## config.mk

```make
export PLATFORM = sky130hd
export DESIGN_NAME = sext_pipe
export DESIGN_NICKNAME = d
export VERILOG_FILES = /design/src/rtl/sext_pkg.sv /design/src/rtl/sext_core.sv /design/src/rtl/sext_pipe.sv
export SDC_FILE = /design/constraint.sdc
export NUM_CORES = 1
export LEC_CHECK = 0
export CAP_MARGIN = 20
export CELL_PAD_IN_SITES_DETAIL_PLACEMENT = 0
export CELL_PAD_IN_SITES_GLOBAL_PLACEMENT = 1
export CORE_ASPECT_RATIO = 0.9
export CORE_MARGIN = 2
export CORE_UTILIZATION = 24
export DETAILED_ROUTE_END_ITERATION = 8
export GPL_TIMING_DRIVEN = 0
export HOLD_SLACK_MARGIN = 0.15
export PLACE_DENSITY_LB_ADDON = 0.1
export RECOVER_POWER = 50
export SLEW_MARGIN = 25
export SYNTH_ARGS = -nofsm -noshare
export SYNTH_HDL_FRONTEND = slang
export SYNTH_HIERARCHICAL = 1
export SYNTH_SLANG_ARGS = --single-unit
```

## constraint.sdc

```tcl
create_clock -name Clk -period 4.7 [get_ports Clk]
set_input_delay 0.705 -clock Clk [delete_from_list [all_inputs] [get_ports Clk]]
set_output_delay 0.705 -clock Clk [all_outputs]
set_load 0.02 [all_outputs]
```

## src/rtl/sext_pkg.sv

```systemverilog
// sext_pkg: field-width defaults, sel encoding and the shared extension helper
package sext_pkg;
   localparam int FW0_D = 11;
   localparam int FW1_D = 9;
   localparam int FW2_D = 6;
   localparam int FW3_D = 5;
   typedef enum logic [1:0] {SEL_0, SEL_1, SEL_2, SEL_3} sel_t;
   function automatic logic [63:0] sext_fn(input logic [63:0] v, input int f, input logic z);
      logic [63:0] m;
      m = (f >= 64) ? '1 : (64'd1 << f) - 64'd1;
      return (v & m) | ((!z && v[6'(f - 1)]) ? ~m : 64'd0);
   endfunction
endpackage

```

## src/rtl/sext_core.sv

```systemverilog
// sext_core: combinational sign/zero extension of the captured field
module sext_core import sext_pkg::*; #(
   parameter int W = 16,
   parameter int FW0 = FW0_D,
   parameter int FW1 = FW1_D,
   parameter int FW2 = FW2_D,
   parameter int FW3 = FW3_D
) (
   input  logic [W-1:0] field,
   input  sel_t         sel,
   input  logic         zext,
   output logic [W-1:0] res
);
   int fw;
   always_comb begin
      fw = (sel == SEL_0) ? FW0 : (sel == SEL_1) ? FW1 : (sel == SEL_2) ? FW2 : FW3;
      res = W'(sext_fn(64'(field), fw, zext));
   end
endmodule

```

## src/rtl/sext_pipe.sv

```systemverilog
// sext_pipe: two-stage valid/ready pipeline extending a selectable IR field
module sext_pipe import sext_pkg::*; #(
   parameter int W = 16,
   parameter int FW0 = FW0_D,
   parameter int FW1 = FW1_D,
   parameter int FW2 = FW2_D,
   parameter int FW3 = FW3_D
) (
   input  logic         Clk,
   input  logic         Reset,
   input  logic         flush,
   input  logic         in_valid,
   output logic         in_ready,
   input  logic [W-1:0] IR,
   input  logic [1:0]   sel,
   input  logic         zext,
   output logic         out_valid,
   input  logic         out_ready,
   output logic [W-1:0] dout,
   output logic [1:0]   count
);
   if (W < 1 || W > 64) begin : g_w_chk
      $error("sext_pipe: W must lie in 1..64");
   end
   if (FW0 < 1 || FW0 > W || FW1 < 1 || FW1 > W || FW2 < 1 || FW2 > W || FW3 < 1 || FW3 > W) begin : g_fw_chk
      $error("sext_pipe: every FWk must lie in 1..W");
   end
   logic s1_v, s2_v, s1_zext, adv, in_x, out_x;
   sel_t s1_sel;
   logic [W-1:0] s1_field, res;
   int fw_in;
   always_comb begin
      fw_in = (sel == 2'd0) ? FW0 : (sel == 2'd1) ? FW1 : (sel == 2'd2) ? FW2 : FW3;
      out_x = s2_v & out_ready;
      adv = s1_v & (~s2_v | out_x);
      in_ready = ~Reset & ~flush & (~s1_v | adv);
      in_x = in_valid & in_ready;
   end
   assign out_valid = s2_v;
   assign count = 2'(s1_v) + 2'(s2_v);
   always_ff @(posedge Clk or posedge Reset) begin
      if (Reset) begin
         s1_v <= 1'b0;
         s2_v <= 1'b0;
         dout <= '0;
      end else if (flush) begin
         s1_v <= 1'b0;
         s2_v <= 1'b0;
      end else begin
         s1_v <= in_x | (s1_v & ~adv);
         s2_v <= adv | (s2_v & ~out_x);
         if (adv) dout <= res;
      end
   end
   // S1 holds only the selected field, upper bits cleared
   always_ff @(posedge Clk) begin
      if (in_x) begin
         s1_field <= W'(sext_fn(64'(IR), fw_in, 1'b1));
         s1_sel <= sel_t'(sel);
         s1_zext <= zext;
      end
   end
   sext_core #(.W(W), .FW0(FW0), .FW1(FW1), .FW2(FW2), .FW3(FW3)) u_core (
      .field(s1_field),
      .sel(s1_sel),
      .zext(s1_zext),
      .res(res)
   );
endmodule

```

After elaboration in Yosys (flattened, before gate mapping)
Index checks and enable logic that the tools add are counted. W data, S select, Z words.

Order comparisons: 3. Shifts and indexed selects: 2. Reduce and logical (&&, ||, !) cells: 5. Add/sub/neg operators: 4. Equal/unequal tests: 4. Bitwise logic cells: 21. Muxes and demuxes: 14.

Operators with widths (number): $mux W32 (2); $mux W16 (3); $and A16 B16 Y16 (2); $ge A32 B8 Y1 const B (1); $shl A1 B32 Y16 const A (1); $sub A16 B1 Y16 const B (2); $not A16 Y16 (1); $or A16 B16 Y16 (1); $shl A1 B4 Y16 const A (1); $lt A6 B8 Y1 const B (1); $mux W4 (2); $and A1 B1 Y1 (7); $ge A4 B7 Y1 const B (1); $bmux W1 S6 (1); $not A1 Y1 (6); $sub A6 B2 Y6 const B (1); $eq A2 B1 Y1 const B (2); $eq A2 B2 Y1 const B (2); $logic_not A2 Y1 (2); $mux W1 (4); $mux W2 (2); $or A1 B1 Y1 (4); $add A1 B1 Y2 (1); $reduce_and A2 Y1 (1); 2 further kinds (2).

Word-level logic and storage cells: 59. Output and inout bits: 20. Bits in registers: 37.

Logic depth before layout (Yosys ltp)
Gate-level depths: netlist (run 1).

Depth in word-level cells: 11. Depth in mapped cells: 5.

Hierarchy
The synthesis (run 1) kept the hierarchy.

Modules (own cells, without submodules): sext_pipe (cells each 78, sequential area each 1021.0 µm², area an instance 1385.1 µm², times used 1); sext_core (cells each 31, sequential area each 0.0 µm², area an instance 231.5 µm², times used 1).

Worst setup path after synthesis (run 1)
Ideal clock, no wire load.

Path type: input to register. Start: input out_ready. End: register s1_field[0] (enable). Cell stages on the path: 3. Setup slack: 2.340 ns. Data arrival time: 1.983 ns. Cells stage by stage: nor2b_4 a211oi_1 and2_1.

Longest elaborated chain between the ends: 6.

RTL lines: start: declaration (RTL line sext_pipe.sv:18) `input logic out_ready,`; $and A1 B1 Y1 (RTL line sext_pipe.sv:34) `out_x = s2_v & out_ready;`; $or A1 B1 Y1 (RTL line sext_pipe.sv:35) `adv = s1_v & (~s2_v | out_x);`; $and A1 B1 Y1 (RTL line sext_pipe.sv:35); $or A1 B1 Y1 (RTL line sext_pipe.sv:36) `in_ready = ~Reset & ~flush & (~s1_v | adv);`; $and A1 B1 Y1 (RTL line sext_pipe.sv:36); net in_ready (RTL line sext_pipe.sv:13) `output logic in_ready,`; $and A1 B1 Y1 (RTL line sext_pipe.sv:37) `in_x = in_valid & in_ready;`; net in_x (RTL line sext_pipe.sv:28) `logic s1_v, s2_v, s1_zext, adv, in_x, out_x;`; end signal: assignment (RTL line sext_pipe.sv:58) `s1_field <= W'(sext_fn(64'(IR), fw_in, 1'b1));`; end: declaration (RTL line sext_pipe.sv:30) `logic [W-1:0] s1_field, res;`.

The timed path passes the listed nets, and every way through them passes these cells. A chain may end at the register's enable or synchronous reset.

Final worst setup path (run 1)
Start: input out_ready. End: output in_ready.

Longest elaborated chain between the ends: 5.

RTL lines (RTL line): $and A1 B1 Y1 (sext_pipe.sv:34); $or A1 B1 Y1 (sext_pipe.sv:35); $and A1 B1 Y1 (sext_pipe.sv:35); $or A1 B1 Y1 (sext_pipe.sv:36); $and A1 B1 Y1 (sext_pipe.sv:36); end: declaration (sext_pipe.sv:13).

Every way passes these cells.

==> flow_summary.ini, run 1 <==
[die]
initial_utilization = 0.2526
die_h_um = 78.06
die_x_um = 86.29
rows = 26
ios = 44
die_area_um2 = 6736
core-area_um2 = 5791

[global_route]
grt_pass1_wl_um = 4512
grt_pass1_vias = 936
grtUsageMet3 = 0.03260
overflow = 0
grtUsageMet1 = 0.1158
met2_usage = 0.1302
busiest_layer = met2
grt_max_degree = 20
antenna_found_initial = 0
grt_usage = 0.08881

[place]
place_congestion = 0.6847
portBuffers = 36
place_hpwl_um = 2075
dp_slack_ps = 1770

[logic_synthesis]
syn_area_um2 = 1463
yosys_warnings = 6
syn_avg_cell_area_um2 = 14.20
synthCells = 103

[hold_path]
whs_path_depth = 1
hold_path.class = flop to flop

[layout]
drive_gt1_frac = 0.2416
final_nets = 175
multi_input_area_um2 = 516.7
final.fill_count = 597
final_util = 0.3423
seq_area_um2 = 870.8
diodes = 0
syn2layout_area_growth_pct = 35.50

[power_and_ir_drop]
vdd_drop_max_uv = 94.56
intPower_w = 0.0005410
power.share.switching = 0.2705
p_comb_frac = 0.261
seq_power_share = 0.477
power_density_nw_per_um2 = 374.2
total_power_w = 0.0007416
power_leakage_nw = 0.7900
power_frac_clock = 0.261
power.net_switching_w = 0.0002006

[sta]
fmax_mhz = 334.9
setup_viol = 0
min_period_ps = 2986
rsz0062_at_grt = no
tightest_slew_ps = 1229
report.final.slew_viol_count = 0
slew_headroom = 0.1787
period_share = 0.6353
setup_tns_ps = 0
finClkSkew_ps = 3.400
hold_viol_final = 0
setup_ws_ps = 1714

[cts]
insertion_delay_ps = 270
max-clock-path-buffers = 2
post_cts_resized = 0
cts_tree = built
clkSinkCount = 32
clock-root-buffer = clkbuf_8
clk_pin_slew_ps = 60
postCtsSetupBuffers = 0
postCtsHoldBufs = 0
cts_made_buffers = 5
htreeDepth = 2

[worst_setup_path]
slowest_delay_ps = 660
crit_chain = dlygate4sd3_1 -> nor2b_1 -> a211oi_1 -> clkdlybuf4s50_1
critPathKind = input pin to output pin
critPathArrivalTime_ps = 2280
critPathLaunchType = input pin
required_ps = 3990
r2r_cells = 4
slowest_stage = clkdlybuf4s50_1
endpoint_kind = output pin
cp_max_fo = 4

[flow_run]
maxCapViolations = 0

[route]
dr.pass1.iters = 2
vias = 886
wire_per_inst_um = 12.35
drtIter0Drc = 41
wl_um = 2705
vias_per_cell = 4.046
remaining_drc_errors = 0
ant_nets = 0

[run_status]
status = finished, final reports clean
## critical path, delay by kind of cell
kind	cells	cell delay, ps
simple gates	1	70
buf+inv	2	1180
compound gates	1	320
## power groups by stage
stage               clock [W]  combinational (W)  sequential (W)
floorplan                   0          0.0000601        0.000400
global placement            0           0.000199        0.000360
detailed placement          0           0.000201        0.000361
CTS                  0.000205           0.000201        0.000356
global route         0.000215           0.000207        0.000361
finish               0.000194           0.000194        0.000354
## registers in the layout, indices dropped and copies added, names as in the netlist
signal and flops:
dout 16, s1_field 11, out_valid 1, s1_sel 2, s1_v 1, s1_zext 1
## metrics by stage
stage                     instance area (µm²)  instances  hold slack [ps]
after global placement                   1918        211            489.7
after CTS                                2001        219            515.5
final                                    1982        219            502.3
after floorplan                          1470        105            527.2
after detailed placement                 1918        211            500.0
after global routing                     1982        219            533.4
## cell usage in the layout (no fill, tap or decap), types with 4 or more instances in the layout
cell type and count:
and2_2 4, clkbuf_1 4, clkbuf_8 5, clkdlybuf4s50_1 26, conb_1 4, dfrtp_1 18, dlygate4sd3_1 10, edfxtp_1 14
inv_1 6, mux2_2 19, nor2b_1 5, o21ai_0 5
## metal layers
metal / vias up / part of all wire
met4: 0 / 0.020
met5: - / 0
met3: 5 / 0.051
met1: 414 / 0.48
met2: 24 / 0.45
li1: 443 / -
## final timing paths
kind,from,endpoint,slack (ps)
worst max register to register,out_valid$_DFF_PP0_,dout[14]$_DFFE_PP0P_,2470
worst min register to register,dout[12]$_DFFE_PP0P_,dout[12]$_DFFE_PP0P_,500
worst min-delay path,dout[12]$_DFFE_PP0P_,dout[12]$_DFFE_PP0P_,500
worst max-delay path,out_ready,in_ready,1710
min in group asynchronous,Reset,dout[1]$_DFFE_PP0P_,1030
max in group asynchronous,Reset,dout[14]$_DFFE_PP0P_,3210
## cell type report
type | count | share of cell area
tap | 70 | 0.04419
multi-input combinational | 61 | 0.2607
clock buffer | 5 | 0.03472
timing repair buffer | 36 | 0.1818
inverter | 6 | 0.01136
sequential | 32 | 0.4394
buffer | 6 | 0.02083
clock inverter | 3 | 0.006944
Power figures use the tool's default switching activity.
==> inputs of run 2 (changes only) <==
==> constraint.sdc (replaced) <==
create_clock -name Clk -period 3 [get_ports Clk]
set_input_delay 0.45 -clock Clk [delete_from_list [all_inputs] [get_ports Clk]]
set_output_delay 0.45 -clock Clk [all_outputs]
set_load 0.02 [all_outputs]
==> results of run 2 <==
The final DEF is identical to that of run 1. Status: finished, final reports clean.
Among the figures that moved: setup slack after placement 1770 ps -> 580.0 ps; setup slack after layout 1714 ps -> 524.0 ps; hold slack 502.3 ps -> 345.4 ps; register-to-register setup slack 2470 ps -> 770 ps; end point of the worst hold path dout[12]$_DFFE_PP0P_ -> s1_field[3]$_DFFE_PP_; total power 0.0007416 W -> 0.001162 W; worst IR drop on VDD 94.56 µV -> 148.2 µV
==> inputs of run 3 (changes only) <==
==> constraint.sdc (replaced) <==
create_clock -name Clk -period 2 [get_ports Clk]
set_input_delay 0.3 -clock Clk [delete_from_list [all_inputs] [get_ports Clk]]
set_output_delay 0.3 -clock Clk [all_outputs]
set_load 0.02 [all_outputs]
==> run 3 against run 2 <==
Net effect: global-route usage about the same; final cell count unchanged; final area grew 0.38%; via count increased by 0.34%; critical endpoint is now count[0].
==> flow_summary.ini, run 3 (same netlist as run 1, synthesis figures left out) <==
[global_route]
grt_max_degree = 20
grt_usage = 0.08923
grt_pass1_vias = 921
overflow = 0
grt_pass1_wl_um = 4457
antenna_found_initial = 0

[route]
vias_per_cell = 4.059
drtIter0Drc = 19
wl_met2_um = 1162
dr.max_layer_used = met4
wl_met3_um = 138
remaining_drc_errors = 0
dr.pass1.iters = 2
wl_um = 2638
vias = 889
wl_met1_um = 1280
ant_nets = 0
wire_per_inst_um = 12.05

[worst_setup_path]
critPathArrivalTime_ps = 1590
cp_max_fo = 5
required_ps = 1700
r2r_cells = 4
endpoint_kind = output pin
critPathLaunchType = flop
critPathKind = flop to output pin

[layout]
final.fill_count = 593
final_nets = 175
final_cell_mix = clkdlybuf4s50_1 (24), mux2_2 (19), dfrtp_1 (18)
diodes = 0
syn2layout_area_growth_pct = 36.01
fin_area_um2 = 1989
reg_top3 = dout: 16 flops, s1_field: 11 flops, s1_sel: 2 flops
largest_register = dout
drive_gt1_frac = 0.2483
largest_reg_flops = 16
final_common_cell = clkdlybuf4s50_1

[sta]
fmax_mhz = 528.0
fin_hold_ws_ps = 195.8
min_period_ps = 1894
report.final.slew_viol_count = 0
rsz0062_at_grt = no
slew_headroom = 0.5241
tightest_slew_ps = 713.1
period_share = 0.9469
hold_viol_final = 0
setup_viol = 0
finClkSkew_ps = 8.498
setup_ws_ps = 106.1

[power_and_ir_drop]
power_density_nw_per_um2 = 879.1
power.net_switching_w = 0.0004728
total_power_w = 0.001749
power_frac_clock = 0.265
intPower_w = 0.001276
vdd_drop_max_uv = 225.3
power.share.switching = 0.2703
seq_power_share = 0.477
power_leakage_nw = 0.7945
p_comb_frac = 0.258

[place]
portBuffers = 36
place_area_um2 = 1923
place_hpwl_um = 2048
dp_slack_ps = -104.8
place_congestion = 0.6593

[cts]
insertion_delay_ps = 280
clkSinkCount = 32
max-clock-path-buffers = 2
cts_tree = built
clk_pin_slew_ps = 60
clock-root-buffer = clkbuf_8
postCtsHoldBufs = 0
cts_made_buffers = 5
htreeDepth = 2

[die]
core-area_um2 = 5791
die_x_um = 86.29
rows = 26
initial_utilization = 0.2526
ios = 44
die_area_um2 = 6736
die_h_um = 78.06

[flow_run]
maxCapViolations = 0

[hold_path]
hold_path.class = input pin to flop
whs_path_depth = 1

[run_status]
status = finished, final reports clean
-- run 3: changes by cell type in the layout (fill, tap and decap cells not counted), sizes merged --
cell | before | now
clkbuf | 9 | 11
clkdlybuf4s50 | 26 | 24
clkinv | 3 | 1
dlygate4sd2 | 0 | 1
dlygate4sd3 | 10 | 11
-- run 3: power groups by stage --
| stage | registers (W) | logic, W | clock network, W |
|---|---|---|---|
| floorplan | 0.000940 | 0.000142 | 0 |
| CTS | 0.000839 | 0.000471 | 0.000479 |
| detailed placement | 0.000852 | 0.000471 | 0 |
| global placement | 0.000847 | 0.000465 | 0 |
| global route | 0.000848 | 0.000486 | 0.000516 |
| finish | 0.000834 | 0.000451 | 0.000464 |
-- run 3: cell type report --
| cell class | count | area (µm²) | area share |
|---|---|---|---|
| buffer | 6 | 41.29 | 0.02075 |
| clock buffer | 7 | 76.32 | 0.03836 |
| clock inverter | 1 | 5.005 | 0.002516 |
| inverter | 6 | 22.52 | 0.01132 |
| multi-input combinational | 61 | 526.8 | 0.2648 |
| sequential | 32 | 870.8 | 0.4377 |
| tap | 70 | 87.58 | 0.04403 |
| timing repair buffer | 36 | 359.1 | 0.1805 |
-- run 3: worst max-delay path, stage by stage (launching register included) --
cell,delay [ps]
dfrtp_1,430
ha_1,300
clkdlybuf4s50_1,600
-- run 3: per-layer routing --
| layer | vias to the layer above | global-route usage |
|---|---|---|
| met3 | 8 | 0.03260 |
| met2 | 23 | 0.1310 |
| met5 | - | 0 |
| met4 | 0 | 0.04688 |
| li1 | 447 | - |
| met1 | 411 | 0.1144 |
-- run 3: what timing repair did --
item                                    in CTS  in global routing
setup buffers                                0                  0
gates resized for setup                      1                  0
endpoints found under the setup margin       1                  0
-- run 3: final timing paths --
kind / startpoint / to / slack, ps
worst min register to register: dout[13]$_DFFE_PP0P_ / dout[13]$_DFFE_PP0P_ / 500
worst min-delay path: IR[3] / s1_field[3]$_DFFE_PP_ / 200
max in group asynchronous: Reset / dout[0]$_DFFE_PP0P_ / 930
min in group asynchronous: Reset / dout[3]$_DFFE_PP0P_ / 620
worst max register to register: out_valid$_DFF_PP0_ / dout[0]$_DFFE_PP0P_ / 160
worst max-delay path: s1_v$_DFF_PP0_ / count[0] / 110
-- run 3: through the flow --
stage | util | TNS, ps | instances
after global routing | 0.3436 | 0 | 219
after floorplan | - | 0 | 105
after detailed placement | 0.3321 | -1520 | 211
after CTS | 0.3459 | 0 | 219
final | 0.3436 | 0 | 219
after global placement | 0.3321 | -1320 | 211
